===== src/rtl/move_executor_if.sv =====
// Request/response and board-state bundle between a move requester and
// move_executor. The requester drives the request fields; the executor
// returns the handshake, result flags and both sides' board vectors.
interface move_executor_if;
    logic        move_valid;
    logic        pl;
    logic [3:0]  piece_in;
    logic [5:0]  move_in;
    logic        ready;
    logic        done;
    logic        error;
    logic        captured;
    logic [3:0]  captured_piece;
    logic [95:0] location_vectors_w;
    logic [95:0] location_vectors_b;
    logic [15:0] alive_vectors_w;
    logic [15:0] alive_vectors_b;

    modport master (
        output move_valid, pl, piece_in, move_in,
        input  ready, done, error, captured, captured_piece,
        input  location_vectors_w, location_vectors_b,
        input  alive_vectors_w, alive_vectors_b
    );

    modport slave (
        input  move_valid, pl, piece_in, move_in,
        output ready, done, error, captured, captured_piece,
        output location_vectors_w, location_vectors_b,
        output alive_vectors_w, alive_vectors_b
    );
endinterface


===== src/rtl/move_executor.sv =====
// Chess move executor: holds both sides' piece squares and alive masks,
// accepts one move at a time, scans all 16 indices one per cycle for
// own-piece blocking and opponent capture, then commits the board update.
// Only occupancy and liveness are checked; piece movement rules are not.
module move_executor #(
    parameter logic WHITE = 1'b1,
    parameter logic BLACK = 1'b0
) (
    input  logic           clk,
    input  logic           RST,
    move_executor_if.slave bus
);

    typedef enum logic [2:0] {
        S_IDLE,
        S_CHECK,
        S_SCAN,
        S_COMMIT,
        S_DONE
    } state_t;

    // Start-of-game squares. Back-rank indices follow the K1,Q1,B2,B1,N2,N1,
    // R2,R1 order; pawn index 8 is P8 and index 15 is P1, so pawns run
    // downward in file. Black sits 56 (back rank) / 40 (pawns) squares up.
    function automatic logic [95:0] f_init_loc(input logic is_black);
        logic [95:0] v;
        logic [5:0]  sq;
        v = '0;
        for (int i = 0; i < 16; i++) begin
            case (i)
                0:       sq = 6'd4;
                1:       sq = 6'd3;
                2:       sq = 6'd5;
                3:       sq = 6'd2;
                4:       sq = 6'd6;
                5:       sq = 6'd1;
                6:       sq = 6'd7;
                7:       sq = 6'd0;
                default: sq = 6'(23 - i);
            endcase
            if (is_black) sq = sq + ((i < 8) ? 6'd56 : 6'd40);
            v[6*i +: 6] = sq;
        end
        return v;
    endfunction

    localparam logic [95:0] LOC_W0 = f_init_loc(1'b0);
    localparam logic [95:0] LOC_B0 = f_init_loc(1'b1);

    state_t      r_state;
    state_t      w_nxt;
    logic        w_set_err;

    logic        r_pl;
    logic [3:0]  r_piece;
    logic [5:0]  r_move;
    logic [3:0]  r_k;
    logic        r_cap;
    logic [3:0]  r_cap_idx;

    logic [95:0] r_loc_w;
    logic [95:0] r_loc_b;
    logic [15:0] r_alive_w;
    logic [15:0] r_alive_b;

    logic        r_ready;
    logic        r_done;
    logic        r_error;
    logic        r_captured;
    logic [3:0]  r_captured_piece;

    logic        w_mv_w;
    logic [95:0] w_mv_loc;
    logic [95:0] w_op_loc;
    logic [15:0] w_mv_alive;
    logic [15:0] w_op_alive;
    logic [6:0]  w_k_off;
    logic [6:0]  w_p_off;
    logic        w_mv_hit;
    logic        w_op_hit;

    // Mover/opponent views of the board, selected by the latched side.
    assign w_mv_w     = (r_pl == WHITE);
    assign w_mv_loc   = w_mv_w ? r_loc_w   : r_loc_b;
    assign w_op_loc   = w_mv_w ? r_loc_b   : r_loc_w;
    assign w_mv_alive = w_mv_w ? r_alive_w : r_alive_b;
    assign w_op_alive = w_mv_w ? r_alive_b : r_alive_w;

    assign w_k_off  = {3'd0, r_k} * 7'd6;
    assign w_p_off  = {3'd0, r_piece} * 7'd6;
    // Dead pieces keep their last square, so liveness gates every match.
    assign w_mv_hit = w_mv_alive[r_k] && (w_mv_loc[w_k_off +: 6] == r_move);
    assign w_op_hit = w_op_alive[r_k] && (w_op_loc[w_k_off +: 6] == r_move);

    // State register.
    always_ff @(posedge clk) begin
        if (RST) r_state <= S_IDLE;
        else     r_state <= w_nxt;
    end

    // Next-state decode; w_set_err flags a transition into DONE as a reject.
    always_comb begin
        w_nxt     = r_state;
        w_set_err = 1'b0;
        case (r_state)
            S_IDLE: begin
                if (bus.move_valid) w_nxt = S_CHECK;
            end
            S_CHECK: begin
                if (!w_mv_alive[r_piece]) begin
                    w_nxt     = S_DONE;
                    w_set_err = 1'b1;
                end else begin
                    w_nxt = S_SCAN;
                end
            end
            S_SCAN: begin
                if (w_mv_hit) begin
                    w_nxt     = S_DONE;
                    w_set_err = 1'b1;
                end else if (r_k == 4'd15) begin
                    w_nxt = S_COMMIT;
                end
            end
            S_COMMIT: w_nxt = S_DONE;
            S_DONE:   w_nxt = S_IDLE;
            default:  w_nxt = S_IDLE;
        endcase
    end

    // Request latch, scan index and capture tracking.
    always_ff @(posedge clk) begin
        if (RST) begin
            r_pl      <= 1'b0;
            r_piece   <= 4'd0;
            r_move    <= 6'd0;
            r_k       <= 4'd0;
            r_cap     <= 1'b0;
            r_cap_idx <= 4'd0;
        end else begin
            case (r_state)
                S_IDLE: begin
                    if (bus.move_valid) begin
                        r_pl    <= bus.pl;
                        r_piece <= bus.piece_in;
                        r_move  <= bus.move_in;
                    end
                end
                S_CHECK: begin
                    r_k       <= 4'd0;
                    r_cap     <= 1'b0;
                    r_cap_idx <= 4'd0;
                end
                S_SCAN: begin
                    if (w_op_hit) begin
                        r_cap     <= 1'b1;
                        r_cap_idx <= r_k;
                    end
                    if (r_k != 4'd15) r_k <= r_k + 4'd1;
                end
                default: ;
            endcase
        end
    end

    // Board state: written only in COMMIT, restored to the opening on reset.
    always_ff @(posedge clk) begin
        if (RST) begin
            r_loc_w   <= LOC_W0;
            r_loc_b   <= LOC_B0;
            r_alive_w <= 16'hFFFF;
            r_alive_b <= 16'hFFFF;
        end else if (r_state == S_COMMIT) begin
            if (w_mv_w) begin
                r_loc_w[w_p_off +: 6] <= r_move;
                if (r_cap) r_alive_b[r_cap_idx] <= 1'b0;
            end else if (r_pl == BLACK) begin
                r_loc_b[w_p_off +: 6] <= r_move;
                if (r_cap) r_alive_w[r_cap_idx] <= 1'b0;
            end
        end
    end

    // Registered handshake/result outputs, loaded from the next state so
    // they line up with DONE/IDLE; a reject suppresses any pending capture.
    always_ff @(posedge clk) begin
        if (RST) begin
            r_ready          <= 1'b1;
            r_done           <= 1'b0;
            r_error          <= 1'b0;
            r_captured       <= 1'b0;
            r_captured_piece <= 4'd0;
        end else begin
            r_ready          <= (w_nxt == S_IDLE);
            r_done           <= (w_nxt == S_DONE);
            r_error          <= (w_nxt == S_DONE) && w_set_err;
            r_captured       <= (w_nxt == S_DONE) && !w_set_err && r_cap;
            r_captured_piece <= ((w_nxt == S_DONE) && !w_set_err && r_cap) ? r_cap_idx : 4'd0;
        end
    end

    assign bus.ready              = r_ready;
    assign bus.done               = r_done;
    assign bus.error              = r_error;
    assign bus.captured           = r_captured;
    assign bus.captured_piece     = r_captured_piece;
    assign bus.location_vectors_w = r_loc_w;
    assign bus.location_vectors_b = r_loc_b;
    assign bus.alive_vectors_w    = r_alive_w;
    assign bus.alive_vectors_b    = r_alive_b;

endmodule


===== src/flat_wrapper.sv =====
// flat-port wrapper written by rule: the top's interface ports become plain ports
module move_executor_flat 
#(
    parameter logic WHITE = 1'b1,
    parameter logic BLACK = 1'b0
)
  (clk, RST, bus_move_valid, bus_pl, bus_piece_in, bus_move_in, bus_ready, bus_done, bus_error, bus_captured, bus_captured_piece, bus_location_vectors_w, bus_location_vectors_b, bus_alive_vectors_w, bus_alive_vectors_b);
  move_executor_if bus_i ();
  input  logic clk;
  input  logic RST;
  input wire logic [$bits(bus_i.move_valid)-1:0] bus_move_valid;
  input wire logic [$bits(bus_i.pl)-1:0] bus_pl;
  input wire logic [$bits(bus_i.piece_in)-1:0] bus_piece_in;
  input wire logic [$bits(bus_i.move_in)-1:0] bus_move_in;
  output wire logic [$bits(bus_i.ready)-1:0] bus_ready;
  output wire logic [$bits(bus_i.done)-1:0] bus_done;
  output wire logic [$bits(bus_i.error)-1:0] bus_error;
  output wire logic [$bits(bus_i.captured)-1:0] bus_captured;
  output wire logic [$bits(bus_i.captured_piece)-1:0] bus_captured_piece;
  output wire logic [$bits(bus_i.location_vectors_w)-1:0] bus_location_vectors_w;
  output wire logic [$bits(bus_i.location_vectors_b)-1:0] bus_location_vectors_b;
  output wire logic [$bits(bus_i.alive_vectors_w)-1:0] bus_alive_vectors_w;
  output wire logic [$bits(bus_i.alive_vectors_b)-1:0] bus_alive_vectors_b;
  assign bus_i.move_valid = bus_move_valid;
  assign bus_i.pl = bus_pl;
  assign bus_i.piece_in = bus_piece_in;
  assign bus_i.move_in = bus_move_in;
  assign bus_ready = bus_i.ready;
  assign bus_done = bus_i.done;
  assign bus_error = bus_i.error;
  assign bus_captured = bus_i.captured;
  assign bus_captured_piece = bus_i.captured_piece;
  assign bus_location_vectors_w = bus_i.location_vectors_w;
  assign bus_location_vectors_b = bus_i.location_vectors_b;
  assign bus_alive_vectors_w = bus_i.alive_vectors_w;
  assign bus_alive_vectors_b = bus_i.alive_vectors_b;
  move_executor #(.WHITE(WHITE), .BLACK(BLACK)) u_core (.clk(clk), .RST(RST), .bus(bus_i));
endmodule

===== config.mk =====
export PLATFORM = sky130hd
export DESIGN_NAME = move_executor_flat
export DESIGN_NICKNAME = d
export VERILOG_FILES = /design/src/rtl/move_executor_if.sv /design/src/rtl/move_executor.sv /design/src/flat_wrapper.sv
export SDC_FILE = /design/constraint.sdc
export NUM_CORES = 1
export LEC_CHECK = 0
export ABC_AREA = 1
export CORE_MARGIN = 8
export CORE_UTILIZATION = 30
export CTS_CLUSTER_DIAMETER = 100
export CTS_CLUSTER_SIZE = 25
export DETAILED_ROUTE_END_ITERATION = 16
export GPL_TIMING_DRIVEN = 0
export PLACE_DENSITY_LB_ADDON = 0.08
export SLEW_MARGIN = 10
export SYNTH_ARGS = -nofsm -noshare
export SYNTH_HDL_FRONTEND = slang
export SYNTH_SLANG_ARGS = --single-unit

===== constraint.sdc =====
create_clock -name clk -period 3 [get_ports clk]
set_input_delay 0.3 -clock clk [delete_from_list [all_inputs] [get_ports clk]]
set_output_delay 0.3 -clock clk [all_outputs]
set_load 0.01 [all_outputs]

==> results.md <==
Critical path:
- Data arrives at the worst endpoint at 3.45 ns.
- The number of cells on the critical path is 17.
- Among the stages of the critical path, the cell type that occurs most often is sky130_fd_sc_hd__nand2_1.
- STA classifies the critical path endpoint as a flip-flop.
- The worst setup path category is reg -> reg.
- The critical path goes through buf_2 > inv_2 > clkbuf_4 > buf_6 > o21ai_0 > o221ai_1 > nand3_1 > nand2_1 > nand2_1 > nand2_1 > nand2_1 > nor2_1 > nand2_1 > inv_1 > nand2_1 > nand3_1 > nand2_1.
- The maximum cell stage delay along the critical path is 0.36 ns.
- STA classifies the critical path startpoint as a flip-flop.
- The endpoint of the lowest-slack register-to-register path is u_core.r_cap_idx[2]$_SDFFE_PP0P_.
- The master of the slowest instance on the critical path is sky130_fd_sc_hd__dfxtp_1.
- Measured in cells, the most critical reg-to-reg path has a length of 17.
- The worst register-to-register path has a setup slack of -0.001 ns.
- The maximum net fanout on the critical path is 10.
- Data on the critical path is required at its endpoint by 3.44 ns.
- The startpoint identified for the worst register-to-register timing path is u_core.r_k[0]$_SDFFE_PP0P_.
- The count of buffering cells on the critical path with inverters included is 5.
- The gate family responsible for the most delay along the worst path is simple AND/OR/NAND/NOR gates.

Global route:
- The wire length of the first global-routing pass is 157.9 mm.
- The via count of the first global-routing pass is 18,870.
- For this run, the total global-route usage over all layers was measured as 0.3977.
- The initial antenna violation count is 5.
- The final global-route overflow total is 0.
- The maximum number of pins on one net before global-route repair is 26.

Clock network:
- The number of hold buffers added after CTS was 0.
- The H-tree depth is 1.
- Counting the buffers created by CTS gives 16.
- The number of buffers between clock root and the deepest sink is 3.
- TritonCTS built the clock tree.
- The cell at the root of the clock tree is sky130_fd_sc_hd__clkbuf_16.
- The clock slew at the register clock pins of the worst setup and hold paths is 0.11 ns.
- The clock net in this run drives a total of 255 sinks.
- The clock latency reported for the late side of the worst-skew pair is 0.56 ns.

Die:
- The standard-cell row count is 82.
- For this configuration, the core starts out at a cell density of 0.3017.
- The width of the chip is 239.9 um.
- The core region is 0.04986 mm^2.
- The floorplan die area is 0.05757 mm^2.
- The floorplan die height is 239.9 um.
- The number of ports placed on the die boundary is 246.

STA:
- The final setup violation count is 1.
- The final hold violation count is 0.
- The max-slew violation count came to 0.
- Static timing analysis puts the maximum clock frequency at 0.3332 GHz.
- The time the final worst path needs with I/O delays and setup is 3.001 ns.
- Across all hold checks on the routed design, the worst slack comes to 0.3904 ns.
- Setup repair after global routing could not meet its margin everywhere.
- The clock arrives with 0.02293 ns of skew.
- The ratio of final minimum period to clock period is 1.000.
- The smallest setup slack after layout is -0.001257 ns.
- For the pin with the worst max-slew slack, the measured transition is 1.340 ns.
- In this run the tightest slew margin relative to its limit is 0.1070.

Worst hold path:
- The worst hold path endpoint is u_core.r_move[0]$_SDFFE_PP0P_.
- The worst min-delay path startpoint is bus_move_in[0].
- The classification of the worst-slack hold path is in -> reg.
- The worst hold path was traced through 3 stages.

Drt:
- The routed length per placed instance is 35.08 um.
- Summing over every cut layer, the via total after detailed routing is 20,540.
- The final routed wirelength across all metal layers is 119.3 mm.
- In the routed layout, each cell is associated on average with a via count of 6.039.
- The residual antenna-violating net count after detailed routing is 0.
- The number of search-and-repair iterations in the first detailed-routing pass is 6.
- The first routing iteration left 2,763 violations.
- The DRC violation count after routing is 0.

Synthesis:
- The number of instances in the synthesized netlist is 2,394.
- In this run, synthesis inferred 0 flip-flops with an integrated enable.
- The cell area that synthesis handed to floorplanning was 0.01505 mm^2.
- The count of yosys warnings during synthesis is 0.
- The number of different library cells used by synthesis comes to 45.
- For this run, asynchronously set or reset flops after synthesis account for 0.
- Synthesis produced a netlist with a net count of 2,418.
- The portion of the post-synthesis area used by sequential elements is 0.3393.
- The register bit count reported by yosys is 255.
- The share of the synthesized area in the top cell type is 0.3393.
- Summed over all instances, the cell type with the most area after synthesis is sky130_fd_sc_hd__dfxtp_1.
- By area the synthesized netlist is led by sky130_fd_sc_hd__dfxtp_1 34%, sky130_fd_sc_hd__nand2_1 17%, sky130_fd_sc_hd__nand3_1 11%.
- The synthesized area divided by synthesized cell count is 6.285 um^2.
- In the synthesized netlist the dominant register cell turns out to be sky130_fd_sc_hd__dfxtp_1.

Final layout:
- At the end of the flow, the number of nets in the layout was 2,745.
- The layout overhead on the synthesized area is 38.49%.
- The fraction of final layout cells sized beyond drive strength 1 is 0.1529.
- The utilization after layout is 0.4179.

Placed design:
- The HPWL after detailed placement is 89.18 mm.
- Port buffering added 245 buffers.
- The pre-CTS worst setup slack is -1.420 ns.
- Routability-driven placement finished with a final weighted congestion of 1.099.

Power:
- The worst vdd rail ir drop is 427.1 uV.
- The leakage power is 8.522 nW.
- Dividing total power by cell area gives a power density of 568.5 mW/mm^2.
- After layout, the design draws a total of 11.85 mW.

Run status:
- The checks that failed: negative setup slack.
- The flow ran to the end, but the final reports show violations.

Job:
- Max-cap violations in this run came to 0.
how the worst max path moves through the flow:
stage                                    from                                        endpoint  slack (ns)
3_3_place_gp   u_core.r_piece[0]$_SDFFE_PP0P_  u_core.bus.location_vectors_b[46]$_SDFFE_PP1P_       -1.93
4_1_cts        u_core.r_piece[0]$_SDFFE_PP0P_  u_core.bus.location_vectors_b[51]$_SDFFE_PP0P_      0.0001
3_5_place_dp   u_core.r_piece[0]$_SDFFE_PP0P_  u_core.bus.location_vectors_b[89]$_SDFFE_PP1P_       -1.42
2_1_floorplan  u_core.r_piece[1]$_SDFFE_PP0P_  u_core.bus.location_vectors_w[40]$_SDFFE_PP0P_        0.05
5_1_grt        u_core.r_piece[0]$_SDFFE_PP0P_  u_core.bus.location_vectors_w[36]$_SDFFE_PP1P_       -0.08
6_report           u_core.r_k[0]$_SDFFE_PP0P_                u_core.r_cap_idx[2]$_SDFFE_PP0P_      -0.001
metrics by stage:
| step | instances | instance area [um^2] | TNS, ns |
|---|---|---|---|
| finish | 3401 | 20840 | -0.001257 |
| floorplan | 2394 | 15050 | 0 |
| global route | 3400 | 20840 | -0.9660 |
| global placement | 3311 | 18340 | -218.58 |
| detailed placement | 3313 | 18360 | -199.75 |
| CTS | 3374 | 19880 | 0 |
logic make-up (layout without fill, tap and decap cells):
family,Yosys count,after routing,share of synthesized area
adder cells (fa/ha/maj),10,10,0.008815
other,0,1,0
AO/OA/AOI/OAI,577,577,0.2096
XOR/XNOR,1,1,0.0005822
flip-flops,255,255,0.3393
buffers and inverters,328,662,0.08848
AND/OR/NAND/NOR,1223,1223,0.3532
worst register-to-register path, delay by kind of cell, from the launching register on:
kind / cells / cell delay [ns]
AOI/OAI and AO/OA: 2 / 0.45
and+or+nand+nor: 10 / 1.21
DFF: 1 / 0.36
buffers and inverters: 5 / 0.89
synthesized netlist by cell type, types with 9 or more instances:
cell type	number
sky130_fd_sc_hd__a21oi_1	198
sky130_fd_sc_hd__a31oi_1	13
sky130_fd_sc_hd__buf_1	19
sky130_fd_sc_hd__buf_2	60
sky130_fd_sc_hd__clkbuf_1	68
sky130_fd_sc_hd__dfxtp_1	255
sky130_fd_sc_hd__ha_1	9
sky130_fd_sc_hd__inv_1	164
sky130_fd_sc_hd__inv_2	11
sky130_fd_sc_hd__nand2_1	665
sky130_fd_sc_hd__nand3_1	322
sky130_fd_sc_hd__nand4_1	12
sky130_fd_sc_hd__nor2_1	153
sky130_fd_sc_hd__nor3_1	30
sky130_fd_sc_hd__nor3_2	16
sky130_fd_sc_hd__o211ai_1	45
sky130_fd_sc_hd__o21ai_0	265
sky130_fd_sc_hd__o21ai_1	17
sky130_fd_sc_hd__o221ai_1	22
power breakdown:
| group | total (mW) | switching (mW) | internal, mW |
|---|---|---|---|
| Combinational | 5.87 | 4.27 | 1.60 |
| Clock | 2.51 | 1.42 | 1.09 |
| Sequential | 3.47 | 0.0467 | 3.42 |
| Total | 11.8 | 5.74 | 6.10 |
flip-flops by register name, indices dropped and copies added (netlist names):
name                           flops
u_core.bus.error                   1
u_core.bus.alive_vectors_w        16
u_core.bus.location_vectors_w     96
u_core.bus.alive_vectors_b        16
u_core.bus.ready                   1
u_core.r_state                     3
u_core.r_k                         4
u_core.bus.done                    1
u_core.r_cap                       1
u_core.r_cap_idx                   4
u_core.bus.location_vectors_b     96
u_core.r_piece                     4
u_core.r_move                      6
u_core.bus.captured                1
u_core.r_pl                        1
u_core.bus.captured_piece          4
layer usage:
| layer | global-route usage | vias to the layer above | routed length, um |
|---|---|---|---|
| met5 | 0 | - | 39 |
| met4 | 0.2461 | 6 | 9288 |
| met3 | 0.1234 | 394 | 14750 |
| met2 | 0.5862 | 1514 | 48990 |
| met1 | 0.5017 | 9902 | 46250 |
| li1 | - | 8724 | - |
final cells by class:
class                           instances  area [um^2]
Buffer                                144         1040
Clock inverter                          8        85.08
Multi-Input combinational cell       1811         9485
Sequential cell                       255         5117
Antenna cell                            1        2.502
Tap cell                              672        840.8
Fill cell                            5348        29030
Timing Repair Buffer                  315         3138
Inverter                              178        703.2
Clock buffer                           17        425.4
cells in the final DEF (no fill, tap or decap), types with 10 or more instances in the layout:
cell / count
sky130_fd_sc_hd__nand2_1: 638
sky130_fd_sc_hd__buf_6: 35
sky130_fd_sc_hd__nand4_1: 12
sky130_fd_sc_hd__nor2_1: 120
sky130_fd_sc_hd__o21ai_1: 33
sky130_fd_sc_hd__o211ai_1: 45
sky130_fd_sc_hd__clkbuf_4: 18
sky130_fd_sc_hd__nand3_1: 307
sky130_fd_sc_hd__nor3_2: 27
sky130_fd_sc_hd__buf_2: 14
sky130_fd_sc_hd__nand3_2: 16
sky130_fd_sc_hd__nor3_1: 12
sky130_fd_sc_hd__nor2_2: 13
sky130_fd_sc_hd__dfxtp_1: 251
sky130_fd_sc_hd__clkbuf_2: 31
sky130_fd_sc_hd__a21oi_1: 187
sky130_fd_sc_hd__clkbuf_16: 17
sky130_fd_sc_hd__nand2_2: 19
sky130_fd_sc_hd__inv_2: 22
sky130_fd_sc_hd__inv_1: 144
sky130_fd_sc_hd__nor2_4: 28
sky130_fd_sc_hd__buf_12: 14
sky130_fd_sc_hd__buf_4: 66
sky130_fd_sc_hd__o21ai_0: 236
sky130_fd_sc_hd__clkbuf_1: 27
sky130_fd_sc_hd__clkdlybuf4s50_1: 245
sky130_fd_sc_hd__o221ai_1: 17
sky130_fd_sc_hd__nor3_4: 10
sky130_fd_sc_hd__a21oi_2: 10
sky130_fd_sc_hd__a31oi_1: 13
what timing repair did:
action | 4_1_cts | 5_1_grt
pin swaps | 21 | 37
endpoints found under the setup margin | 228 | 191
gates resized for setup | 220 | 234
buffers inserted | 39 | 30
(Power assumes the default switching activity.)
